[src/rtl/memory_bus_interface.sv]
// rtl/memory_bus_interface.sv - serialises one byte-wide CPU access onto the multiplexed uio bus
//
// Purpose: accepts one core memory request at a time and drives it out as a
// low-address phase, an optional high-address phase and a data phase. The core
// is stalled through cpu_clk_enable until the access completes.
//
// Ports:
//   clk, rst_n            clock, synchronous active-low reset
//   req_valid/rw/address/wdata   core request, held stable until cpu_clk_enable
//   cpu_clk_enable        core may advance this cycle
//   rdata, rdata_valid    read data and its one-cycle completion pulse
//   bus_error             one-cycle pulse on a timed-out completion
//   uio_in/out/oe         bidirectional pad data and output enable
//   bus_ale_l/ale_h       low/high address latch strobes
//   bus_rd_n/bus_wr_n     active-low read/write strobes
//   ext_wait              external device not ready, stretches the data phase
module memory_bus_interface #(
  parameter bit         PAGE_CACHE   = 1'b1,
  parameter int         WAIT_TIMEOUT = 15,
  parameter logic [7:0] TIMEOUT_DATA = 8'hFF
) (
  input  logic        clk,
  input  logic        rst_n,
  input  logic        req_valid,
  input  logic        req_rw,
  input  logic [15:0] req_address,
  input  logic [7:0]  req_wdata,
  output logic        cpu_clk_enable,
  output logic [7:0]  rdata,
  output logic        rdata_valid,
  output logic        bus_error,
  input  logic [7:0]  uio_in,
  output logic [7:0]  uio_out,
  output logic [7:0]  uio_oe,
  output logic        bus_ale_l,
  output logic        bus_ale_h,
  output logic        bus_rd_n,
  output logic        bus_wr_n,
  input  logic        ext_wait
);

  typedef enum logic [2:0] {
    S_IDLE,
    S_ADR_LO,
    S_ADR_HI,
    S_DATA,
    S_DONE
  } state_t;

  // Last wait-counter value before the access is forced to complete.
  localparam logic [3:0] WAIT_LAST = 4'(WAIT_TIMEOUT - 1);

  state_t      state_q, state_d;
  logic        rw_q, rw_d;
  logic [15:0] addr_q, addr_d;
  logic [7:0]  wdata_q, wdata_d;
  logic [7:0]  cache_q, cache_d;
  logic        cache_vld_q, cache_vld_d;
  logic [3:0]  wait_cnt_q, wait_cnt_d;
  logic        err_q, err_d;
  logic [7:0]  rdata_q, rdata_d;
  logic        page_hit;

  assign page_hit = PAGE_CACHE && cache_vld_q && (cache_q == addr_q[15:8]);

  always_comb begin
    state_d     = state_q;
    rw_d        = rw_q;
    addr_d      = addr_q;
    wdata_d     = wdata_q;
    cache_d     = cache_q;
    cache_vld_d = cache_vld_q;
    wait_cnt_d  = wait_cnt_q;
    err_d       = err_q;
    rdata_d     = rdata_q;
    case (state_q)
      S_IDLE: begin
        if (req_valid) begin
          rw_d    = req_rw;
          addr_d  = req_address;
          wdata_d = req_wdata;
          state_d = S_ADR_LO;
        end
      end
      S_ADR_LO: begin
        state_d = page_hit ? S_DATA : S_ADR_HI;
      end
      S_ADR_HI: begin
        cache_d     = addr_q[15:8];
        cache_vld_d = 1'b1;
        state_d     = S_DATA;
      end
      S_DATA: begin
        if (ext_wait) begin
          if (wait_cnt_q == WAIT_LAST) begin
            // Forced completion: the device never answered.
            err_d   = 1'b1;
            state_d = S_DONE;
            if (rw_q) rdata_d = TIMEOUT_DATA;
          end else begin
            wait_cnt_d = wait_cnt_q + 4'd1;
          end
        end else begin
          if (rw_q) rdata_d = uio_in;
          state_d = S_DONE;
        end
      end
      S_DONE: begin
        wait_cnt_d = 4'd0;
        err_d      = 1'b0;
        state_d    = S_IDLE;
      end
      default: state_d = S_IDLE;
    endcase
  end

  always_ff @(posedge clk) begin
    if (!rst_n) begin
      state_q     <= S_IDLE;
      rw_q        <= 1'b0;
      addr_q      <= 16'h0000;
      wdata_q     <= 8'h00;
      cache_q     <= 8'h00;
      cache_vld_q <= 1'b0;
      wait_cnt_q  <= 4'd0;
      err_q       <= 1'b0;
      rdata_q     <= 8'h00;
    end else begin
      state_q     <= state_d;
      rw_q        <= rw_d;
      addr_q      <= addr_d;
      wdata_q     <= wdata_d;
      cache_q     <= cache_d;
      cache_vld_q <= cache_vld_d;
      wait_cnt_q  <= wait_cnt_d;
      err_q       <= err_d;
      rdata_q     <= rdata_d;
    end
  end

  // Bus outputs depend only on the state and the captured request, so the
  // pad direction can only flip at a state boundary.
  always_comb begin
    uio_out     = 8'h00;
    uio_oe      = 8'h00;
    bus_ale_l   = 1'b0;
    bus_ale_h   = 1'b0;
    bus_rd_n    = 1'b1;
    bus_wr_n    = 1'b1;
    rdata_valid = 1'b0;
    bus_error   = 1'b0;
    case (state_q)
      S_ADR_LO: begin
        uio_oe    = 8'hFF;
        uio_out   = addr_q[7:0];
        bus_ale_l = 1'b1;
      end
      S_ADR_HI: begin
        uio_oe    = 8'hFF;
        uio_out   = addr_q[15:8];
        bus_ale_h = 1'b1;
      end
      S_DATA: begin
        if (rw_q) begin
          bus_rd_n = 1'b0;
        end else begin
          uio_oe   = 8'hFF;
          uio_out  = wdata_q;
          bus_wr_n = 1'b0;
        end
      end
      S_DONE: begin
        rdata_valid = rw_q;
        bus_error   = err_q;
      end
      default: ;
    endcase
  end

  // Idle cycles without a request pass straight through to the core.
  assign cpu_clk_enable = rst_n && (((state_q == S_IDLE) && !req_valid) || (state_q == S_DONE));
  assign rdata          = rdata_q;

endmodule
[config.mk]
export PLATFORM = sky130hd
export DESIGN_NAME = memory_bus_interface
export DESIGN_NICKNAME = d
export VERILOG_FILES = /design/src/rtl/memory_bus_interface.sv
export SDC_FILE = /design/constraint.sdc
export NUM_CORES = 1
export LEC_CHECK = 0
export CAP_MARGIN = 10
export CORE_MARGIN = 1
export CORE_UTILIZATION = 40
export DETAILED_ROUTE_END_ITERATION = 16
export PLACE_DENSITY = 0.81
export SLEW_MARGIN = 20
export SYNTH_ARGS = -nofsm -noshare
export SYNTH_HDL_FRONTEND = slang
export SYNTH_SLANG_ARGS = --single-unit
[constraint.sdc]
create_clock -name clk -period 2 [get_ports clk]
set_input_delay 0.3 -clock clk [delete_from_list [all_inputs] [get_ports clk]]
set_output_delay 0.3 -clock clk [all_outputs]
set_load 0.005 [all_outputs]
# [After elaboration in Yosys (flattened, before gate mapping)]
# Cells that the tools add are included.
[word_totals] word_cells=64 romBits=0 regBits=50 input_bits=37 latch_bits=0 ram_bits=0 memories=0 out_inout_bits=31
[op_classes] bitwise=0 mul=0 div=0 n_mux=27 shift=0 order_cmp=0 n_reduce_logical=14 n_addsub=1 eq_ne=13
[op_table] op="two-way mux 8 bit" count=6
[op_table] op="one-hot mux 8 bit (3 select lines)" count=1
[op_table] op="one-hot mux 8 bit (2 select lines)" count=1
[op_table] op="one-hot mux 3 bit (4 select lines)" count=1
[op_table] op="two-way mux 1 bit" count=11
[op_table] op="inequality test 2 bit (second input constant)" count=5
[op_table] op="two-way mux 3 bit" count=3
[op_table] op="equality test 8 bit" count=1
[op_table] op="two-way mux 4 bit" count=2
[op_table] op="one-hot mux 4 bit (2 select lines)" count=1
[op_table] op="equality test 3 x 2 -> 1 bit (second input constant)" count=2
[op_table] op="AND reduction 3 bit" count=2
[op_table] op="adder 4 x 1 -> 4 bit (second input constant)" count=1
[op_table] op="equality test 4 bit (second input constant)" count=1
[op_table] op="AND reduction 2 bit" count=2
[op_table] op="AND reduction 4 bit" count=1
[op_table] op="nonzero test 2 bit" count=2
[op_table] op="equality test 3 x 1 -> 1 bit (second input constant)" count=1
[op_table] op="equality test 3 bit (second input constant)" count=1
[op_table] op="logical AND 1 bit" count=3
[op_table] op="zero test 3 bit" count=1
[op_table] op="inequality test 3 bit (second input constant)" count=1
[op_table] op="inequality test 2 x 1 -> 1 bit (second input constant)" count=1
[op_table] op="one-hot mux 1 bit (2 select lines)" count=1
[op_table] op="other kinds (3)" count=3

# [Depth between registers and ports, before layout]
# Gate-level depths: netlist of the first run.
[logic_depth] depth_word=4 depth_mapped=5 depth_no_buf=5

# [Worst setup path before layout of the first run]
# OpenSTA, ideal clock, no wires.
[synth_timing] kind="reg-to-output" from="register state_q[1]" to="output port uio_oe[1]" n_path_buf=2 stages_incl_launch_ff=5 slack_ps=304 arrival_time_ps=1396 required_time_ps=1700 cell_sequence="dfxtp_1 -> buf_4 -> and3_2 -> nor3_1 -> buf_4"
[synth_between] elab_chain_cells=3 word_cells_on_any_way=5 classes_between="eq/ne (3); mux (1); reduce/logical (1)"
[synth_lines] item="start, declared" line_no="53" text="state_t state_q, state_d;"
[synth_lines] item="start signal, assigned" line_no="129" text="state_q <= state_d;"
[synth_lines] item="equality test 3 x 2 -> 1 bit or equality test 3 x 1 -> 1 bit (tied branches)" line_no="152" text="case (state_q)"
[synth_lines] item="OR reduction 2 bit (no line)"
[synth_lines] item="one-hot mux 8 bit (2 select lines) *" line_no="152"
[synth_lines] item="end, declared" line_no="34" text="output logic [7:0] uio_oe,"
# Every way passes the cells marked *; elsewhere a longest branch is shown, timed or not.

# [Worst setup path in the final report of the first run]
[layout_timing] from="register state_q[0]" to="output port uio_out[4]"
[layout_between] elab_chain_cells=2 word_cells_on_any_way=4 classes_between="eq/ne (3); mux (1)"
[layout_lines] item="equality test 3 x 2 -> 1 bit or equality test 3 x 1 -> 1 bit (tied branches)" line_no="152"
[layout_lines] item="one-hot mux 8 bit (3 select lines) *" line_no="152"
[layout_lines] item="end, declared" line_no="33" text="output logic [7:0] uio_out,"
# Marks and branches as above.

==> results of run 1 <==
[how the worst max path moves through the flow]
stage,endpoint,depth (start not counted)
2_1_floorplan,uio_oe[1],4
3_3_place_gp,uio_out[5],5
3_5_place_dp,uio_out[5],5
4_1_cts,uio_out[6],5
5_1_grt,uio_out[4],6
6_report,uio_out[4],6
[what timing repair did]
item                       4_1_cts  5_1_grt
cloned                           1        0
setup endpoints to repair       22        7
pin swaps                        2        3
gates resized for setup         26       13
setup buffers                    3        8
[layer usage]
layer	GRT usage (%)	vias to the layer above	routed length (um)
li1	-	1068	-
met1	24.0	951	2500
met2	29.6	64	2600
met3	3.93	7	252
met4	5.96	0	79
met5	0	-	0
[cell usage after synthesis, types with 2 or more instances]
library cell and instances:
nor3_1 2, buf_4 8, nand3b_1 2, xnor2_1 8
inv_1 6, clkbuf_1 6, nand3_1 13, buf_2 3
and3_1 3, nand4_1 2, buf_6 6, nor2_1 7
o221a_2 8, a31oi_1 2, nor4_1 2, a21oi_1 36
nand2_1 84, ha_1 2, dfxtp_1 50
[cells in the final DEF, fill, tap and decap left out, types with 2 or more instances in the layout]
cell / count
dfxtp_1: 48
buf_6: 2
nor4_1: 2
dfxtp_2: 2
and3_1: 3
dlymetal6s2s_1: 3
nor2_1: 6
o221a_2: 8
nand3_1: 12
clkdlybuf4s50_1: 48
clkdlybuf4s15_1: 4
buf_4: 20
nand2_1: 83
clkbuf_8: 5
nand3b_1: 2
inv_1: 6
xnor2_1: 8
nand4_1: 2
a31oi_1: 2
a21oi_1: 36
dlygate4sd2_1: 10
ha_1: 2
[tightest hold or removal path, cell delays in order (launching register included)]
cell and delay, ps:
dfxtp_1 320, nand2_1 50, a21oi_1 50
[area by class of cell]
class / count / area (sq um) / area share [%]
Timing Repair Buffer: 90 / 858 / 27.0
Sequential cell: 50 / 1000 / 31.6
Clock inverter: 2 / 38.8 / 1.22
Multi-Input combinational cell: 191 / 1080 / 34.1
Timing Repair inverter: 1 / 7.51 / 0.237
Inverter: 7 / 28.8 / 0.907
Tap cell: 70 / 87.6 / 2.76
Clock buffer: 5 / 68.8 / 2.17
[metrics by stage]
stage               instance area [sq um]  utilization, %  hold slack, ps
floorplan                            2250               -             429
global placement                     2940            55.8             443
detailed placement                   2940            55.8             447
CTS                                  3090            58.6             461
global route                         3170            60.2             475
finish                               3170            60.2             457
[registers in the layout, indices dropped and copies added (netlist names)]
signal / count
cache_q: 8
cache_vld_q: 1
wdata_q: 8
rdata: 8
rw_q: 1
wait_cnt_q: 4
err_q: 1
state_q: 3
addr_q: 16
[power groups by stage]
stage | combinational, uW | sequential, uW | clock, uW
2_1_floorplan | 249 | 1090 | 0
3_3_place_gp | 423 | 1100 | 0
3_5_place_dp | 429 | 1100 | 0
4_1_cts | 427 | 1080 | 710
5_1_grt | 489 | 1090 | 762
6_report | 449 | 1080 | 697
[cells by family after synthesis]
group	count (synthesis)
buffers and inverters	30
adder cells (fa/ha/maj)	2
AND/OR/NAND/NOR	127
XOR/XNOR	8
AO/OA/AOI/OAI	53
multiplexers	1
flip-flops	50
==> impl_metrics.csv, run 1 <==
group,metric,value,unit
worst_setup_path,cp.required,1700,ps
worst_setup_path,cp_cell_sequence,"or3b_4 > inv_4 > buf_4 > nand2_1 > nand3_1 > clkdlybuf4s15_1",
yosys,synthSimpleGateAreaFrac,27.2,%
routing,wl_per_cell,13.0,um
timing,fin_crit_sh,98.1,%
yosys,synth.area.mux_share,0.445,%
power_and_ir_drop,combinationalPowerShare,20.2,%
placed_design,dp.cells,397,
yosys,synth_top_area_share,44.5,%
routing,ant_nets,0,
clock_tree,htree_levels,2,
worst_setup_path,cp_slowest_cell,"or3b_4",
power_and_ir_drop,power,2230,uW
worst_setup_path,crit_family,"simple AND/OR/NAND/NOR gates",
routing,first_pass_iters,4,
timing,final.setup.tns,0,ps
clock_tree,cts_buffers,5,
yosys,synth_ff_type,"dfxtp_1",
routing,viasPerCell,5.02,
placed_design,place.gp.congestion,0.804,
worst_setup_path,cp_slowest_stage_delay,440,ps
worst_setup_path,crit_buf_inv,3,
floorplan,die_area,5920,sq um
power_and_ir_drop,p_int,1660,uW
routing,wl,5.42,mm
timing,setup_viol,0,
floorplan,io_pins,68,
min_path,hold_path.class,"reg -> reg",
timing,relSlewSlack,74.6,%
clock_tree,clkSinkCount,50,
yosys,synth_compound_area_share,15.1,%
final_layout,stdcell_count,416,
floorplan,die_w,77.0,um
routing,drc,0,
yosys,synth_warnings,0,
power_and_ir_drop,vdd_ir_drop_max,391,uV
worst_setup_path,worst_r2r_startpoint,"state_q[2]",
floorplan,die_y,77.0,um
yosys,synth-adder-area-share,1.11,%
yosys,netlist_area,2250,sq um
clock_tree,hold_buffers,0,
placed_design,portBuffers,67,
yosys,synth_top_family_by_area,"simple AND/OR/NAND/NOR gates",
clock_tree,ctsLongestPathBuffers,2,
worst_setup_path,critPathMaxFanout,4,
final_layout,diodes,0,
power_and_ir_drop,swShare,25.6,%
worst_setup_path,worstSetupStartpoint,"state_q[0]",
worst_setup_path,regToRegSetupSlack,370,ps
min_path,holdPathStages,2,
yosys,synth_nets,310,
global_routing,grt_pass1_wl,8.76,mm
worst_setup_path,endpoint_kind,"output port",
yosys,synth_edf_count,0,
yosys,synth_xor_area_share,3.12,%
timing,max_freq,510,MHz
yosys,synthArstFlopShare,0,%
yosys,synth-seq-cells,50,
timing,fin_ws,39.0,ps
yosys,synth.distinct_cells,40,
final_layout,final_nets,385,
flow_run,maxCapViolations,0,
clock_tree,cts_tree,"yes",
global_routing,grt.total_usage,18.3,%
placed_design,place_ws,128,ps
clock_tree,clock_latency,300,ps
worst_setup_path,cp-start-kind,"register",
yosys,ys_seq_area_share,44.5,%
global_routing,grt_pass1_vias,1871,
worst_setup_path,worstSetupPathType,"reg -> out",
floorplan,start_util,42.6,%
timing,final_hold_viol_count,0,
yosys,ys_top_cells_by_area,"dfxtp_1 45%, nand2_1 14%, a21oi_1 8.0%",
routing,vias,2090,
clock_tree,clock-root-buffer,"clkbuf_8",
final_layout,nFillCells,484,
global_routing,antenna_found_initial,0,
timing,rsz0062_at_grt,"true",
power_and_ir_drop,power_frac_seq,48.5,%
floorplan,core,5270,sq um
timing,fin_worst_skew,6.70,ps
placed_design,hpwl,3.64,mm
yosys,synth_area_leader_cell,"dfxtp_1",
timing,slew_violations,0,
clock_tree,clkSlewWorstSetupHoldPaths,90,ps
power_and_ir_drop,power_density,702,nW/um^2
routing,drtIter0Drc,132,
min_path,min_from,"wdata_q[6]",
worst_setup_path,cp_data_arrival_time,1660,ps
worst_setup_path,r2r_end,"addr_q[1]",
min_path,hold_path_end,"wdata_q[6]",
final_layout,area_growth,41.3,%
timing,worst_pin_slew,381,ps
power_and_ir_drop,p_switching,571,uW
timing,period_minus_slack,1960,ps
floorplan,rows,26,
global_routing,grt_max_degree,38,
power_and_ir_drop,power_frac_clock,31.3,%
outcome,status,"completed",
yosys,avgSynthCellArea,8.29,sq um
global_routing,overflow,0,
yosys,netlist_instances,271,
worst_setup_path,worst_r2r_path_depth,6,
final_layout,drive_gt1_share,16.8,%
power_and_ir_drop,p_leak,0.00128,uW
(Power assumes the default switching activity.)
==> run 2, diff against run 1 <==
==> constraint.sdc (replaced) <==
create_clock -name clk -period 2.1 [get_ports clk]
set_input_delay 0.315 -clock clk [delete_from_list [all_inputs] [get_ports clk]]
set_output_delay 0.315 -clock clk [all_outputs]
set_load 0.005 [all_outputs]
==> impl_metrics.csv, run 2 (synthesis results as in run 1) <==
group,metric,value,unit
final_layout,stdcell_count,413,
outcome,status,"complete, but fails checks",
final_layout,ff_latch_area,1010,sq um
clock_tree,cts_tree,"yes",
worst_setup_path,endpoint_kind,"output port",
routing,drc,0,
floorplan,die_w,77.0,um
routing,ant_nets,0,
final_layout,final_common_cell,"nand2_1",
clock_tree,clkSlewWorstSetupHoldPaths,90,ps
power_and_ir_drop,power_frac_clock,31.3,%
power_and_ir_drop,p_int,1570,uW
global_routing,grt.total_usage,18.6,%
outcome,violations,"negative setup slack",
worst_setup_path,cp_data_arrival_time,1840,ps
timing,slew_violations,0,
timing,fin_crit_sh,102,%
power_and_ir_drop,power_frac_seq,48.5,%
clock_tree,cts_buffers,5,
floorplan,die_y,77.0,um
final_layout,regMostFlops,"addr_q",
floorplan,core,5270,sq um
clock_tree,ctsLongestPathBuffers,2,
power_and_ir_drop,swShare,25.6,%
timing,relSlewSlack,74.4,%
routing,wl,5.50,mm
placed_design,place.gp.congestion,0.843,
floorplan,die_area,5920,sq um
global_routing,overflow,0,
power_and_ir_drop,combinationalPowerShare,20.3,%
routing,viasPerCell,5.09,
clock_tree,clock_latency,300,ps
final_layout,diodes,0,
floorplan,io_pins,68,
timing,worst_pin_slew,384,ps
final_layout,final_nets,382,
flow_run,maxCapViolations,0,
placed_design,place_ws,145,ps
global_routing,grt_pass1_vias,1963,
final_layout,nFillCells,479,
routing,wl_per_cell,13.3,um
floorplan,rows,26,
final_layout,final_core_util,60.1,%
routing,vias,2101,
power_and_ir_drop,p_switching,542,uW
worst_setup_path,cp-start-kind,"register",
clock_tree,clock-root-buffer,"clkbuf_8",
placed_design,portBuffers,67,
final_layout,layout_common_cells,"84 x nand2_1, 51 x clkdlybuf4s50_1, 48 x dfxtp_1",
timing,rsz0062_at_grt,"true",
global_routing,grt_pass1_wl,8.86,mm
global_routing,grt_max_degree,38,
final_layout,largest_reg_flops,16,
placed_design,hpwl,3.65,mm
clock_tree,htree_levels,2,
min_path,holdPathStages,2,
final_layout,area_growth,41.0,%
timing,fin_ws,-51.1,ps
placed_design,dp.cells,397,
timing,max_freq,465,MHz
worst_setup_path,critPathMaxFanout,5,
worst_setup_path,worst_r2r_path_depth,5,
routing,first_pass_iters,4,
clock_tree,hold_buffers,0,
placed_design,dpl-instance-area,2930,sq um
power_and_ir_drop,vdd_ir_drop_max,376,uV
worst_setup_path,cp.required,1780,ps
timing,period_minus_slack,2150,ps
final_layout,post-route-cell-area,3170,sq um
timing,final.setup.tns,-51.1,ps
timing,fin_worst_skew,3.13,ps
clock_tree,clkSinkCount,50,
timing,setup_viol,1,
final_layout,multiInputGateArea,1070,sq um
timing,final_hold_viol_count,0,
final_layout,drive_gt1_share,15.2,%
worst_setup_path,worstSetupPathType,"reg -> out",
global_routing,antenna_found_initial,0,
routing,drtIter0Drc,115,
power_and_ir_drop,p_leak,0.00137,uW
floorplan,start_util,42.6,%
power_and_ir_drop,power_density,668,nW/um^2
min_path,hold_path.class,"reg -> reg",
## run 2: cell types whose count changed in the layout (fill, tap and decap cells not counted), sizes merged
| cell | before | now |
|---|---|---|
| clkinv | 1 | 2 |
| buf | 24 | 21 |
| dlymetal6s2s | 3 | 12 |
| clkbuf | 6 | 5 |
| clkdlybuf4s15 | 4 | 0 |
| clkinvlp | 1 | 0 |
| dlygate4sd2 | 10 | 3 |
| clkdlybuf4s50 | 48 | 51 |
## run 2: what timing repair did
item	CTS	global route
pin swaps	1	1
hold endpoints to repair	0	0
setup buffers	4	4
cloned	1	0
resized for setup	12	19
setup endpoints to repair	18	16
## run 2: cell type report
type	count	area share, %
multi-input cells	191	33.9
repair inverters	1	0.197
clock buffers	5	2.17
well taps	70	2.76
repair buffers	87	27.0
flip-flops and latches	50	31.8
inverters	7	0.987
clock inverters	2	1.22
## run 2: path summary, 6_finish.rpt
path              startpoint         end  slack [ps]
setup reg to reg  state_q[2]   addr_q[8]         500
hold reg to reg   wdata_q[7]  wdata_q[7]         460
hold / removal    wdata_q[7]  wdata_q[7]         460
setup / recovery  state_q[1]  uio_out[2]         -50
## run 2: power by group through the flow
stage / combinational [uW] / clock, uW / sequential [uW]
after floorplan: 238 / 0 / 1040
after CTS: 425 / 676 / 1030
after global routing: 467 / 714 / 1030
final: 429 / 662 / 1030
after global placement: 399 / 0 / 1050
after detailed placement: 404 / 0 / 1050
## run 2: per-stage QoR
step | hold slack (ps) | total power, uW
floorplan | 429 | 1280
global placement | 443 | 1440
detailed placement | 449 | 1450
CTS | 462 | 2130
global route | 476 | 2210
finish | 458 | 2120
## run 2: worst max-delay path: stages, from the launching register on
cell	delay [ps]
dfxtp_1	350
or3b_4	440
inv_4	100
nand2_1	70
nand3_1	80
clkdlybuf4s50_1	500
## run 2: metal layers
layer | share of wire, % | routed length (um) | global-route usage, % | vias to the layer above
li1 | - | - | - | 1064
met1 | 44 | 2420 | 22.8 | 966
met2 | 50 | 2740 | 31.9 | 62
met3 | 4.7 | 260 | 4.29 | 9
met4 | 1.4 | 75 | 6.35 | 0
met5 | 0 | 0 | 0 | -
==> run 3, diff against run 2 <==
--- a/config.mk
+++ b/config.mk
@@ -8,6 +8,7 @@
 export CAP_MARGIN = 10
 export CORE_MARGIN = 1
 export CORE_UTILIZATION = 40
+export CTS_BUF_LIST = sky130_fd_sc_hd__clkbuf_4
 export DETAILED_ROUTE_END_ITERATION = 16
 export PLACE_DENSITY = 0.81
 export SLEW_MARGIN = 20
==> impl_metrics.csv, run 3 (synthesis results as in run 1) <==
group,metric,value,unit
clock_tree,cts_tree,"yes",
outcome,status,"complete, but fails checks",
min_path,hold_path.class,"reg -> reg",
worst_setup_path,cp_slowest_stage_delay,510,ps
routing,ant_nets,0,
final_layout,layout_common_cells,"84 x nand2_1, 55 x clkdlybuf4s50_1, 47 x dfxtp_1",
timing,final.setup.tns,-1330,ps
clock_tree,htree_levels,2,
clock_tree,ctsLongestPathBuffers,2,
global_routing,grt.total_usage,18.5,%
worst_setup_path,cp.required,1780,ps
routing,drc,0,
floorplan,start_util,42.6,%
worst_setup_path,cp_data_arrival_time,1970,ps
timing,setup_viol,9,
floorplan,rows,26,
global_routing,grt_max_degree,38,
routing,vias,2103,
floorplan,die_y,77.0,um
global_routing,overflow,0,
power_and_ir_drop,power_frac_seq,51.1,%
floorplan,core,5270,sq um
clock_tree,hold_buffers,0,
routing,highest_layer,"met4",
final_layout,drive_gt1_share,14.4,%
placed_design,place_ws,145,ps
timing,rsz0062_at_grt,"true",
final_layout,area_growth,38.9,%
power_and_ir_drop,power,2010,uW
timing,fin_worst_skew,8.77,ps
power_and_ir_drop,power_frac_clock,27.0,%
worst_setup_path,cp_slowest_cell,"clkdlybuf4s50_1",
global_routing,grt_pass1_wl,8.77,mm
outcome,violations,"negative setup slack",
final_layout,final_nets,379,
power_and_ir_drop,combinationalPowerShare,21.8,%
final_layout,regMostFlops,"addr_q",
power_and_ir_drop,swShare,26.3,%
final_layout,final_common_cell,"nand2_1",
clock_tree,clkSinkCount,50,
routing,met1_length,2.45,mm
worst_setup_path,worstSetupPathType,"reg -> out",
final_layout,largest_reg_flops,16,
clock_tree,clock_latency,360,ps
timing,slew_violations,0,
floorplan,die_area,5920,sq um
timing,max_freq,438,MHz
final_layout,diodes,0,
power_and_ir_drop,power_density,645,nW/um^2
worst_setup_path,endpoint_kind,"output port",
timing,worst_pin_slew,378,ps
global_routing,grt_pass1_vias,1953,
global_routing,antenna_found_initial,0,
clock_tree,cts_buffers,5,
timing,relSlewSlack,74.8,%
timing,final_hold_viol_count,0,
flow_run,maxCapViolations,0,
clock_tree,clock-root-buffer,"clkbuf_4",
routing,wl_met3,260,um
routing,drtIter0Drc,113,
power_and_ir_drop,vdd_ir_drop_max,361,uV
final_layout,post-route-cell-area,3120,sq um
worst_setup_path,cp-start-kind,"register",
power_and_ir_drop,p_int,1480,uW
placed_design,portBuffers,67,
timing,fin_ws,-181,ps
timing,fin_crit_sh,109,%
worst_setup_path,crit_buf_inv,2,
routing,dr_wl_met2,2.69,mm
routing,first_pass_iters,4,
floorplan,die_w,77.0,um
clock_tree,clkSlewWorstSetupHoldPaths,140,ps
worst_setup_path,crit_family,"buffers and inverters",
worst_setup_path,critPathMaxFanout,10,
placed_design,dpl-instance-area,2930,sq um
worst_setup_path,cp_cell_sequence,"or3b_4 > inv_6 > nand2_1 > nand3_1 > clkdlybuf4s50_1",
routing,wl,5.44,mm
routing,viasPerCell,5.13,
floorplan,io_pins,68,
power_and_ir_drop,p_switching,531,uW
timing,period_minus_slack,2280,ps
placed_design,place.gp.congestion,0.843,
placed_design,hpwl,3.65,mm
routing,wl_per_cell,13.3,um
power_and_ir_drop,p_leak,0.00126,uW
## run 3: changes by cell type in the layout (fill, tap and decap cells not counted), sizes merged
cell	previous run	this run
clkdlybuf4s15	0	4
dlymetal6s2s	12	7
dlygate4sd2	3	1
buf	21	18
clkdlybuf4s50	51	55
clkinv	2	1
## run 3: area by class of cell
class                      instances  area [sq um]
fill                             487          2150
multi-input combinational        191          1070
sequential                        50          1000
timing repair buffer              85           848
tap                               70          87.6
clock inverter                     2          38.8
clock buffer                       5          37.5
inverter                           7          31.3
## run 3: final timing paths
path               from          to  slack (ps)  cells past startpoint
max          state_q[2]  uio_out[5]        -180                      5
min          wdata_q[7]  wdata_q[7]         470                      2
max reg2reg  state_q[0]   addr_q[0]         460                      6
min reg2reg  wdata_q[7]  wdata_q[7]         470                      2
## run 3: worst register-to-register path, delay by kind of cell (launching register included)
kind | cells | cell delay, ps
AND/OR/NAND/NOR | 2 | 610
buffers and inverters | 3 | 490
flip-flops | 1 | 360
AO/OA/AOI/OAI | 1 | 70
## run 3: power by group through the flow
| stage | Sequential, uW | Clock [uW] | Combinational [uW] |
|---|---|---|---|
| global placement | 1050 | 0 | 399 |
| detailed placement | 1050 | 0 | 404 |
| finish | 1030 | 544 | 440 |
| CTS | 1030 | 561 | 409 |
| floorplan | 1040 | 0 | 238 |
| global route | 1040 | 601 | 476 |
## run 3: routing by layer
metal  GRT usage [%]  vias to the layer above
met4            5.77                        0
met5               0                        -
met2            32.1                       68
met3            3.93                        7
met1            22.6                      970
li1                -                     1058
## run 3: through the flow
stage	hold slack, ps	instances	utilization (%)
2_1_floorplan	429	271	-
3_3_place_gp	443	397	55.6
3_5_place_dp	449	397	55.6
4_1_cts	467	404	57.6
5_1_grt	465	410	59.2
6_report	465	410	59.2
## run 3: what timing repair did
item | 4_1_cts | 5_1_grt
pin swaps | 0 | 3
setup endpoints to repair | 22 | 15
cloned | 0 | 1
setup buffers | 0 | 5
gates resized for setup | 17 | 18
